$ cat src/rtl/uart_tx.sv
// -----------------------------------------------------------------------------
// uart_tx - UART serial transmitter.
//
// Serialises one byte per frame: start bit, DBIT data bits (LSB first),
// optional parity bit, then a stop period of SB_TICK oversampling ticks.
// Bit timing comes from a shared 16x-oversampling enable (s_tick). The block
// has no baud counter of its own.
//
// Parameters:
//   DBIT       data bits per frame (5..8)
//   SB_TICK    s_tick count for the stop period (16/24/32 = 1/1.5/2 stop bits)
//   PARITY_EN  1 inserts a parity bit after the last data bit
//   PARITY_ODD parity sense when enabled (0 = even, 1 = odd)
//
// Ports:
//   clk          system clock, rising edge
//   rst          asynchronous active-high reset
//   tx_start     send request, level-sampled, acted on only in IDLE
//   s_tick       one-clk enable pulse at 16x baud
//   din          byte to send (bits above DBIT-1 ignored)
//   tx           registered serial line, idle high
//   tx_busy      high whenever the FSM is not in IDLE
//   tx_done_tick one-clk pulse in the last cycle of the stop period
// -----------------------------------------------------------------------------
module uart_tx #(
    parameter int DBIT       = 8,
    parameter int SB_TICK    = 16,
    parameter int PARITY_EN  = 0,
    parameter int PARITY_ODD = 0
) (
    input  logic       clk,
    input  logic       rst,
    input  logic       tx_start,
    input  logic       s_tick,
    input  logic [7:0] din,
    output logic       tx,
    output logic       tx_busy,
    output logic       tx_done_tick
);

    typedef enum logic [2:0] {
        IDLE   = 3'd0,
        START  = 3'd1,
        DATA   = 3'd2,
        PARITY = 3'd3,
        STOP   = 3'd4
    } state_t;

    localparam logic [4:0] BIT_LAST  = 5'd15;
    localparam logic [4:0] STOP_LAST = 5'(SB_TICK - 1);
    localparam logic [2:0] N_LAST    = 3'(DBIT - 1);
    localparam logic       P_INIT    = 1'(PARITY_ODD);
    localparam logic       PAR_ON    = (PARITY_EN != 0);

    // Running parity: fold one transmitted data bit into the accumulator.
    function automatic logic parity_acc(input logic acc, input logic bit_in);
        return acc ^ bit_in;
    endfunction

    state_t      state_r;
    logic [4:0]  s_r;
    logic [2:0]  n_r;
    logic [7:0]  b_r;
    logic        p_r;
    logic        tx_r;
    logic        busy_r;

    // Frame sequencer. tx_r is loaded with the level of the *next* bit on the
    // same edge that crosses a bit boundary, so the line never glitches.
    always_ff @(posedge clk or posedge rst) begin
        if (rst) begin
            state_r <= IDLE;
            s_r     <= 5'd0;
            n_r     <= 3'd0;
            b_r     <= 8'd0;
            p_r     <= 1'b0;
            tx_r    <= 1'b1;
            busy_r  <= 1'b0;
        end else begin
            case (state_r)
                IDLE: begin
                    tx_r <= 1'b1;
                    // A coincident s_tick is deliberately not counted here.
                    if (tx_start) begin
                        b_r     <= din;
                        s_r     <= 5'd0;
                        p_r     <= P_INIT;
                        tx_r    <= 1'b0;
                        busy_r  <= 1'b1;
                        state_r <= START;
                    end
                end
                START: begin
                    if (s_tick) begin
                        if (s_r == BIT_LAST) begin
                            s_r     <= 5'd0;
                            n_r     <= 3'd0;
                            tx_r    <= b_r[0];
                            state_r <= DATA;
                        end else begin
                            s_r <= s_r + 5'd1;
                        end
                    end
                end
                DATA: begin
                    if (s_tick) begin
                        if (s_r == BIT_LAST) begin
                            s_r <= 5'd0;
                            p_r <= parity_acc(p_r, b_r[0]);
                            b_r <= b_r >> 1;
                            if (n_r == N_LAST) begin
                                if (PAR_ON) begin
                                    tx_r    <= parity_acc(p_r, b_r[0]);
                                    state_r <= PARITY;
                                end else begin
                                    tx_r    <= 1'b1;
                                    state_r <= STOP;
                                end
                            end else begin
                                n_r  <= n_r + 3'd1;
                                // b_r[1] becomes b_r[0] after this shift.
                                tx_r <= b_r[1];
                            end
                        end else begin
                            s_r <= s_r + 5'd1;
                        end
                    end
                end
                PARITY: begin
                    if (s_tick) begin
                        if (s_r == BIT_LAST) begin
                            s_r     <= 5'd0;
                            tx_r    <= 1'b1;
                            state_r <= STOP;
                        end else begin
                            s_r <= s_r + 5'd1;
                        end
                    end
                end
                STOP: begin
                    tx_r <= 1'b1;
                    if (s_tick) begin
                        if (s_r == STOP_LAST) begin
                            s_r     <= 5'd0;
                            busy_r  <= 1'b0;
                            state_r <= IDLE;
                        end else begin
                            s_r <= s_r + 5'd1;
                        end
                    end
                end
                default: begin
                    s_r     <= 5'd0;
                    tx_r    <= 1'b1;
                    busy_r  <= 1'b0;
                    state_r <= IDLE;
                end
            endcase
        end
    end

    assign tx           = tx_r;
    assign tx_busy      = busy_r;
    assign tx_done_tick = (state_r == STOP) && s_tick && (s_r == STOP_LAST);

endmodule

$ cat config.mk
export PLATFORM = sky130hd
export DESIGN_NAME = uart_tx
export DESIGN_NICKNAME = d
export VERILOG_FILES = /design/src/rtl/uart_tx.sv
export SDC_FILE = /design/constraint.sdc
export NUM_CORES = 1
export LEC_CHECK = 0
export CELL_PAD_IN_SITES_DETAIL_PLACEMENT = 0
export CELL_PAD_IN_SITES_GLOBAL_PLACEMENT = 2
export CORE_UTILIZATION = 35
export DETAILED_ROUTE_END_ITERATION = 7
export PLACE_DENSITY_LB_ADDON = 0.1
export RECOVER_POWER = 25
export REMOVE_ABC_BUFFERS = 1
export SETUP_SLACK_MARGIN = 0.05
export SYNTH_ARGS = -nofsm -noshare
export SYNTH_HDL_FRONTEND = slang
export SYNTH_SLANG_ARGS = --single-unit
$ cat constraint.sdc
create_clock -name clk -period 5.9 [get_ports clk]
set_clock_uncertainty 0.1 [all_clocks]
set_input_delay 1.18 -clock clk [delete_from_list [all_inputs] [get_ports clk]]
set_output_delay 1.18 -clock clk [all_outputs]
set_load 0.02 [all_outputs]
==> results of run 1 <==
-- area by class of cell --
type	instances	area [um^2]
Clock buffer	3	22.5
Clock inverter	1	5.00
Fill cell	319	1760
Inverter	8	30.0
Multi-Input combinational cell	71	589
Sequential cell	21	527
Tap cell	44	55.1
Timing Repair Buffer	14	140
-- worst reg2reg max path, delay by kind of cell, from the launching register on --
family	cells	cell delay (ns)
flip-flops	1	0.42
multiplexers	1	0.35
adder cells (fa/ha/maj)	1	0.20
AND/OR/NAND/NOR	3	0.96
-- through the flow --
step           total power, mW  instance area (um^2)
5_1_grt                  0.587                  1370
3_3_place_gp             0.469                  1340
3_5_place_dp             0.476                  1340
6_report                 0.536                  1370
4_1_cts                  0.549                  1370
2_1_floorplan            0.415                  1150
-- cell families after synthesis --
logic type	after synthesis	synth area share
simple gates	32	0.173
flops	21	0.446
mux	18	0.166
compound gates	17	0.121
buf+inv	12	0.0551
fa+ha+maj	3	0.0318
xor+xnor	1	0.00742
-- per-layer routing --
metal	routed length, um	GRT usage	part of all wire
met3	83	0.0238	0.039
met1	956	0.177	0.45
met2	1090	0.244	0.51
met4	17	0.0598	0.0079
met5	0	0	0
-- Yosys cell counts (all sizes together) (2+ instances only) --
cell type | count | area share
a211o | 2 | 0.016
a21o | 2 | 0.013
a21oi | 2 | 0.0085
buf | 4 | 0.030
dfrtp | 20 | 0.42
ha | 3 | 0.032
inv | 8 | 0.025
mux2 | 13 | 0.12
mux2i | 5 | 0.042
nand2 | 6 | 0.019
nand3 | 5 | 0.021
nor2 | 4 | 0.013
nor3 | 4 | 0.036
nor4 | 4 | 0.021
o21ai | 4 | 0.023
-- state kept, by name, summed over array words and instances (netlist names) --
name,count
tx,1
state_r,3
b_r,8
n_r,3
tx_busy,1
s_r,5
-- report_power, final --
| part | internal [mW] | switching [mW] |
|---|---|---|
| logic | 0.112 | 0.103 |
| clock network | 0.0252 | 0.0429 |
| registers | 0.205 | 0.0484 |
| total | 0.342 | 0.194 |
-- worst max path at each step --
| stage | start | end | slack [ns] | cells past startpoint |
|---|---|---|---|---|
| after floorplan | s_tick | tx_done_tick | 2.50 | 2 |
| after global placement | s_tick | tx_done_tick | 1.57 | 4 |
| after detailed placement | s_tick | tx_done_tick | 1.54 | 4 |
| after CTS | s_tick | tx_done_tick | 1.53 | 4 |
| after global routing | s_tick | tx_done_tick | 1.50 | 4 |
| final | s_tick | tx_done_tick | 1.56 | 4 |
==> flow_metrics.py, run 1 <==
metrics = {
    "run_status": {
        "status": "finished, final reports clean",
    },
    "logic_synthesis": {
        "synth_edf_count": 0,
        "async_flop_share": 1.00,
        "syn-cell-area_um2": 1180,
        "yosysUniqueCellTypes": 39,
        "yosys_warnings": 0,
        "synth_seq_cells": 21,
        "netlist_instances": 104,
        "yosysSeqAreaShare": 0.446,
        "ys.flop_type": "dfrtp_1",
        "avgSynthCellArea_um2": 11.4,
    },
    "route": {
        "drc": 0,
        "via_per_inst": 5.10,
        "drt_iter0_drc": 23,
        "ant_nets": 0,
        "drt_wl_total_mm": 2.15,
        "vias": 827,
        "drt-wirelength-per-cell_um": 13.2,
        "first_pass_iters": 4,
    },
    "placement": {
        "place_ws_ns": 1.54,
        "finalWeightedCongestion": 0.725,
        "dp.cells": 158,
        "hpwl_mm": 1.63,
        "io_buffers": 14,
    },
    "setup_path": {
        "critPathTopFamily": "buffers and inverters",
        "critical_path_buf_inv_count": 2,
        "worstSetupStartpointType": "input pin",
        "critPathMaxFanout": 7,
        "crit_top_cell": "clkdlybuf4s50_1",
        "worstSetupPathType": "input pin to primary output",
        "reg2reg_depth": 5,
        "cp_slowest_cell": "clkdlybuf4s50_1",
        "critPathArrivalTime_ns": 3.06,
        "r2r_end": "n_r[0]$_DFFE_PP0P_",
        "path_cells": "clkdlybuf4s50_1 > or3b_1 > nor3_1 > clkdlybuf4s50_1",
        "critPathCaptureType": "primary output",
        "crit_required_ns": 4.62,
        "rrSetupSlack_ns": 3.76,
        "reg2reg_from": "s_r[0]$_DFFE_PP0P_",
        "critical-path-max-stage-delay_ns": 0.63,
    },
    "floorplan": {
        "start_util": 0.378,
        "die_area_um2": 3610,
        "rows": 20,
        "die_w_um": 60.1,
        "die_h_um": 60.1,
        "io_pins": 15,
        "coreArea_um2": 3130,
    },
    "power_and_ir_drop": {
        "power_density_nw_per_um2": 392,
        "ir_drop_v": 0.000135,
        "leakagePower_nw": 0.573,
    },
    "min_path": {
        "min_path_cells": 1,
        "hold_end": "tx_busy$_DFFE_PP0P_",
        "hold_path.class": "flip-flop to flip-flop",
        "hp-start": "tx_busy$_DFFE_PP0P_",
    },
    "grt": {
        "grt_overflow": 0,
        "grt_max_degree": 22,
        "grt_first_pass_wirelength_mm": 3.75,
        "antenna_found_initial": 0,
        "track_usage": 0.143,
        "grt_pass1_vias": 821,
    },
    "sta": {
        "period_share": 0.735,
        "slew_violations": 0,
        "fin_ws_ns": 1.56,
        "setup_viol": 0,
        "final.setup.tns_ns": 0,
        "tightestPinTransition_ns": 0.801,
        "post-route-min-period_ns": 4.34,
        "clock.fmax_mhz": 230,
        "hold-worst-slack_ns": 0.391,
        "rsz0062_at_grt": "false",
        "slew-limit-headroom": 0.465,
        "hold_viol": 0,
    },
    "cells_and_area": {
        "antennaDiodeCount": 0,
        "nets": 134,
        "final_layout_size_suffix_gt1_frac": 0.229,
        "final_common_cell": "dfrtp_1",
        "postLayoutCoreUtil": 0.438,
        "final_cell_mix": "20 x dfrtp_1, 13 x clkdlybuf4s50_1, 12 x mux2_2",
        "final_cells": 162,
        "syn_to_final_growth_pct": 15.9,
    },
    "clock_network": {
        "clock_sinks": 21,
        "cts_tree": "built",
        "cts.path.max_buffers": 2,
        "post_cts.repair.setup_buffers": 0,
        "clock_latency_ns": 0.30,
        "cts.htree.levels": 1,
        "hold_buffers": 0,
        "cts-root-buf": "clkbuf_4",
        "clk_pin_slew_worst_paths_ns": 0.12,
        "cts_buffers": 3,
        "cts-resized-gates": 0,
    },
    "flow_run": {
        "cap_violations": 0,
    },
}
Power figures use the tool's default switching activity.
==> inputs of run 2 (changes only) <==
--- a/config.mk
+++ b/config.mk
@@ -7,7 +7,7 @@
 export LEC_CHECK = 0
 export CELL_PAD_IN_SITES_DETAIL_PLACEMENT = 0
 export CELL_PAD_IN_SITES_GLOBAL_PLACEMENT = 2
-export CORE_UTILIZATION = 35
+export CORE_UTILIZATION = 32
 export DETAILED_ROUTE_END_ITERATION = 7
 export PLACE_DENSITY_LB_ADDON = 0.1
 export RECOVER_POWER = 25
==> constraint.sdc (replaced) <==
create_clock -name clk -period 3.6 [get_ports clk]
set_clock_uncertainty 0.1 [all_clocks]
set_input_delay 0.72 -clock clk [delete_from_list [all_inputs] [get_ports clk]]
set_output_delay 0.72 -clock clk [all_outputs]
set_load 0.02 [all_outputs]
==> flow_metrics.py, run 2 (synthesis results as in run 1) <==
metrics = {
    "run_status": {
        "status": "finished, final reports clean",
    },
    "setup_path": {
        "crit_top_cell": "clkdlybuf4s50_1",
        "rrSetupSlack_ns": 1.44,
        "worstSetupStartpointType": "input pin",
        "worstSetupPathType": "input pin to primary output",
        "r2r_end": "n_r[0]$_DFFE_PP0P_",
        "path_cells": "clkdlybuf4s50_1 > or3b_1 > nor3_1 > clkdlybuf4s50_1",
        "reg2reg_from": "s_r[0]$_DFFE_PP0P_",
        "critical-path-max-stage-delay_ns": 0.63,
        "cp_slowest_cell": "clkdlybuf4s50_1",
        "critPathCaptureType": "primary output",
        "critPathMaxFanout": 2,
        "crit_required_ns": 2.78,
        "critPathArrivalTime_ns": 2.33,
        "reg2reg_depth": 6,
    },
    "sta": {
        "setup_viol": 0,
        "final.setup.tns_ns": 0,
        "fin_ws_ns": 0.452,
        "rsz0062_at_grt": "false",
        "tightestPinTransition_ns": 0.815,
        "period_share": 0.874,
        "post-route-min-period_ns": 3.15,
        "clock.fmax_mhz": 318,
        "slew_violations": 0,
        "slew-limit-headroom": 0.456,
        "hold_viol": 0,
    },
    "power_and_ir_drop": {
        "p_sw_mw": 0.328,
        "pwr-share-comb": 0.379,
        "leakagePower_nw": 0.590,
        "power_density_nw_per_um2": 659,
        "power_frac_clock": 0.169,
        "internal_power_mw": 0.599,
        "p_sw_frac": 0.354,
        "ir_drop_v": 0.000296,
        "seq_power_share": 0.453,
    },
    "route": {
        "vias": 809,
        "ant_nets": 0,
        "drt-wirelength-per-cell_um": 13.2,
        "drc": 0,
        "first_pass_iters": 5,
        "drt_wl_total_mm": 2.19,
        "drt_iter0_drc": 41,
        "via_per_inst": 4.87,
    },
    "clock_network": {
        "cts_buffers": 3,
        "hold_buffers": 0,
        "post_cts.repair.setup_buffers": 0,
        "cts.htree.levels": 1,
        "cts-root-buf": "clkbuf_8",
        "clk_pin_slew_worst_paths_ns": 0.08,
        "clock_latency_ns": 0.26,
        "cts-resized-gates": 0,
        "clock_sinks": 21,
        "cts_tree": "built",
        "cts.path.max_buffers": 2,
    },
    "floorplan": {
        "coreArea_um2": 3440,
        "die_h_um": 62.8,
        "die_w_um": 62.8,
        "start_util": 0.343,
        "rows": 21,
        "io_pins": 15,
        "die_area_um2": 3940,
    },
    "cells_and_area": {
        "final_common_cell": "dfrtp_1",
        "top_regs": "b_r (8), s_r (5)",
        "antennaDiodeCount": 0,
        "nets": 136,
        "postLayoutCoreUtil": 0.408,
        "final_cell_mix": "20 x dfrtp_1, 13 x clkdlybuf4s50_1, 12 x mux2_2",
        "regMostFlops": "b_r",
        "syn_to_final_growth_pct": 19.0,
        "ff_latch_area_um2": 527,
        "fill_cells": 345,
        "largest_register_ffs": 8,
        "final_layout_size_suffix_gt1_frac": 0.242,
        "multiInputGateArea_um2": 589,
    },
    "grt": {
        "grt_first_pass_wirelength_mm": 4.05,
        "track_usage": 0.133,
        "grt_pass1_vias": 872,
        "grt_max_degree": 22,
        "antenna_found_initial": 0,
        "grt_overflow": 0,
    },
    "flow_run": {
        "cap_violations": 0,
    },
    "min_path": {
        "min_path_cells": 2,
        "hp-start": "tx$_DFFE_PP1P_",
        "hold_end": "tx$_DFFE_PP1P_",
        "hold_path.class": "flip-flop to flip-flop",
    },
    "placement": {
        "hpwl_mm": 1.64,
        "finalWeightedCongestion": 0.794,
        "place_ws_ns": 0.437,
        "io_buffers": 14,
    },
}
==> run 2: changes by cell type in the layout (fill, tap and decap cells not counted), sizes merged <==
cell / before / now
buf: 0 / 2
==> run 2: through the flow <==
step	hold WS (ns)	instances	area [um^2]	power, mW
finish	0.406	166	1410	0.926
global route	0.418	166	1410	1.02
CTS	0.410	166	1410	0.943
detailed placement	0.387	162	1360	0.783
global placement	0.384	162	1360	0.768
floorplan	0.360	100	1150	0.680
==> run 2: critical path: cells and delay by family <==
family	cells	cell delay (ns)
buffers and inverters	2	1.10
and+or+nand+nor	2	0.52
==> run 2: area by class of cell <==
class / count / area share
sequential: 21 / 0.375
clock inverter: 1 / 0.00356
tap: 46 / 0.0410
timing repair buffer: 16 / 0.110
clock buffer: 3 / 0.0294
inverter: 8 / 0.0214
multi-input combinational: 71 / 0.419
==> run 2: how the worst max path moves through the flow <==
stage                             startpoint           end  slack [ns]  depth (start not counted)
after detailed placement              s_tick  tx_done_tick        0.44                          4
final                                 s_tick  tx_done_tick        0.45                          4
after CTS                             s_tick  tx_done_tick        0.44                          4
after floorplan           s_r[0]$_DFFE_PP0P_  tx_done_tick        1.11                          4
after global placement                s_tick  tx_done_tick        0.47                          4
after global routing                  s_tick  tx_done_tick        0.39                          4
==> run 2: per-layer routing <==
metal / part of all wire / vias to the layer above / routed length, um / global-route usage
met3: 0.021 / 2 / 45 / 0.0237
met1: 0.49 / 398 / 1080 / 0.170
met5: 0 / - / 0 / 0
met4: 0.0068 / 0 / 15 / 0.0610
li1: - / 403 / - / -
met2: 0.48 / 6 / 1050 / 0.216
==> run 2: power by group through the flow <==
stage	registers [mW]	clock network, mW	logic, mW
3_3_place_gp	0.419	0	0.349
4_1_cts	0.420	0.164	0.359
5_1_grt	0.436	0.180	0.402
3_5_place_dp	0.423	0	0.359
6_report	0.419	0.156	0.351
2_1_floorplan	0.413	0	0.267
==> inputs of run 3 (changes only) <==
--- a/config.mk
+++ b/config.mk
@@ -8,6 +8,7 @@
 export CELL_PAD_IN_SITES_DETAIL_PLACEMENT = 0
 export CELL_PAD_IN_SITES_GLOBAL_PLACEMENT = 2
 export CORE_UTILIZATION = 32
+export CTS_CLUSTER_SIZE = 24
 export DETAILED_ROUTE_END_ITERATION = 7
 export PLACE_DENSITY_LB_ADDON = 0.1
 export RECOVER_POWER = 25
==> results of run 3 <==
Same layout as run 2: the final DEF is identical, and so are final timing and power.
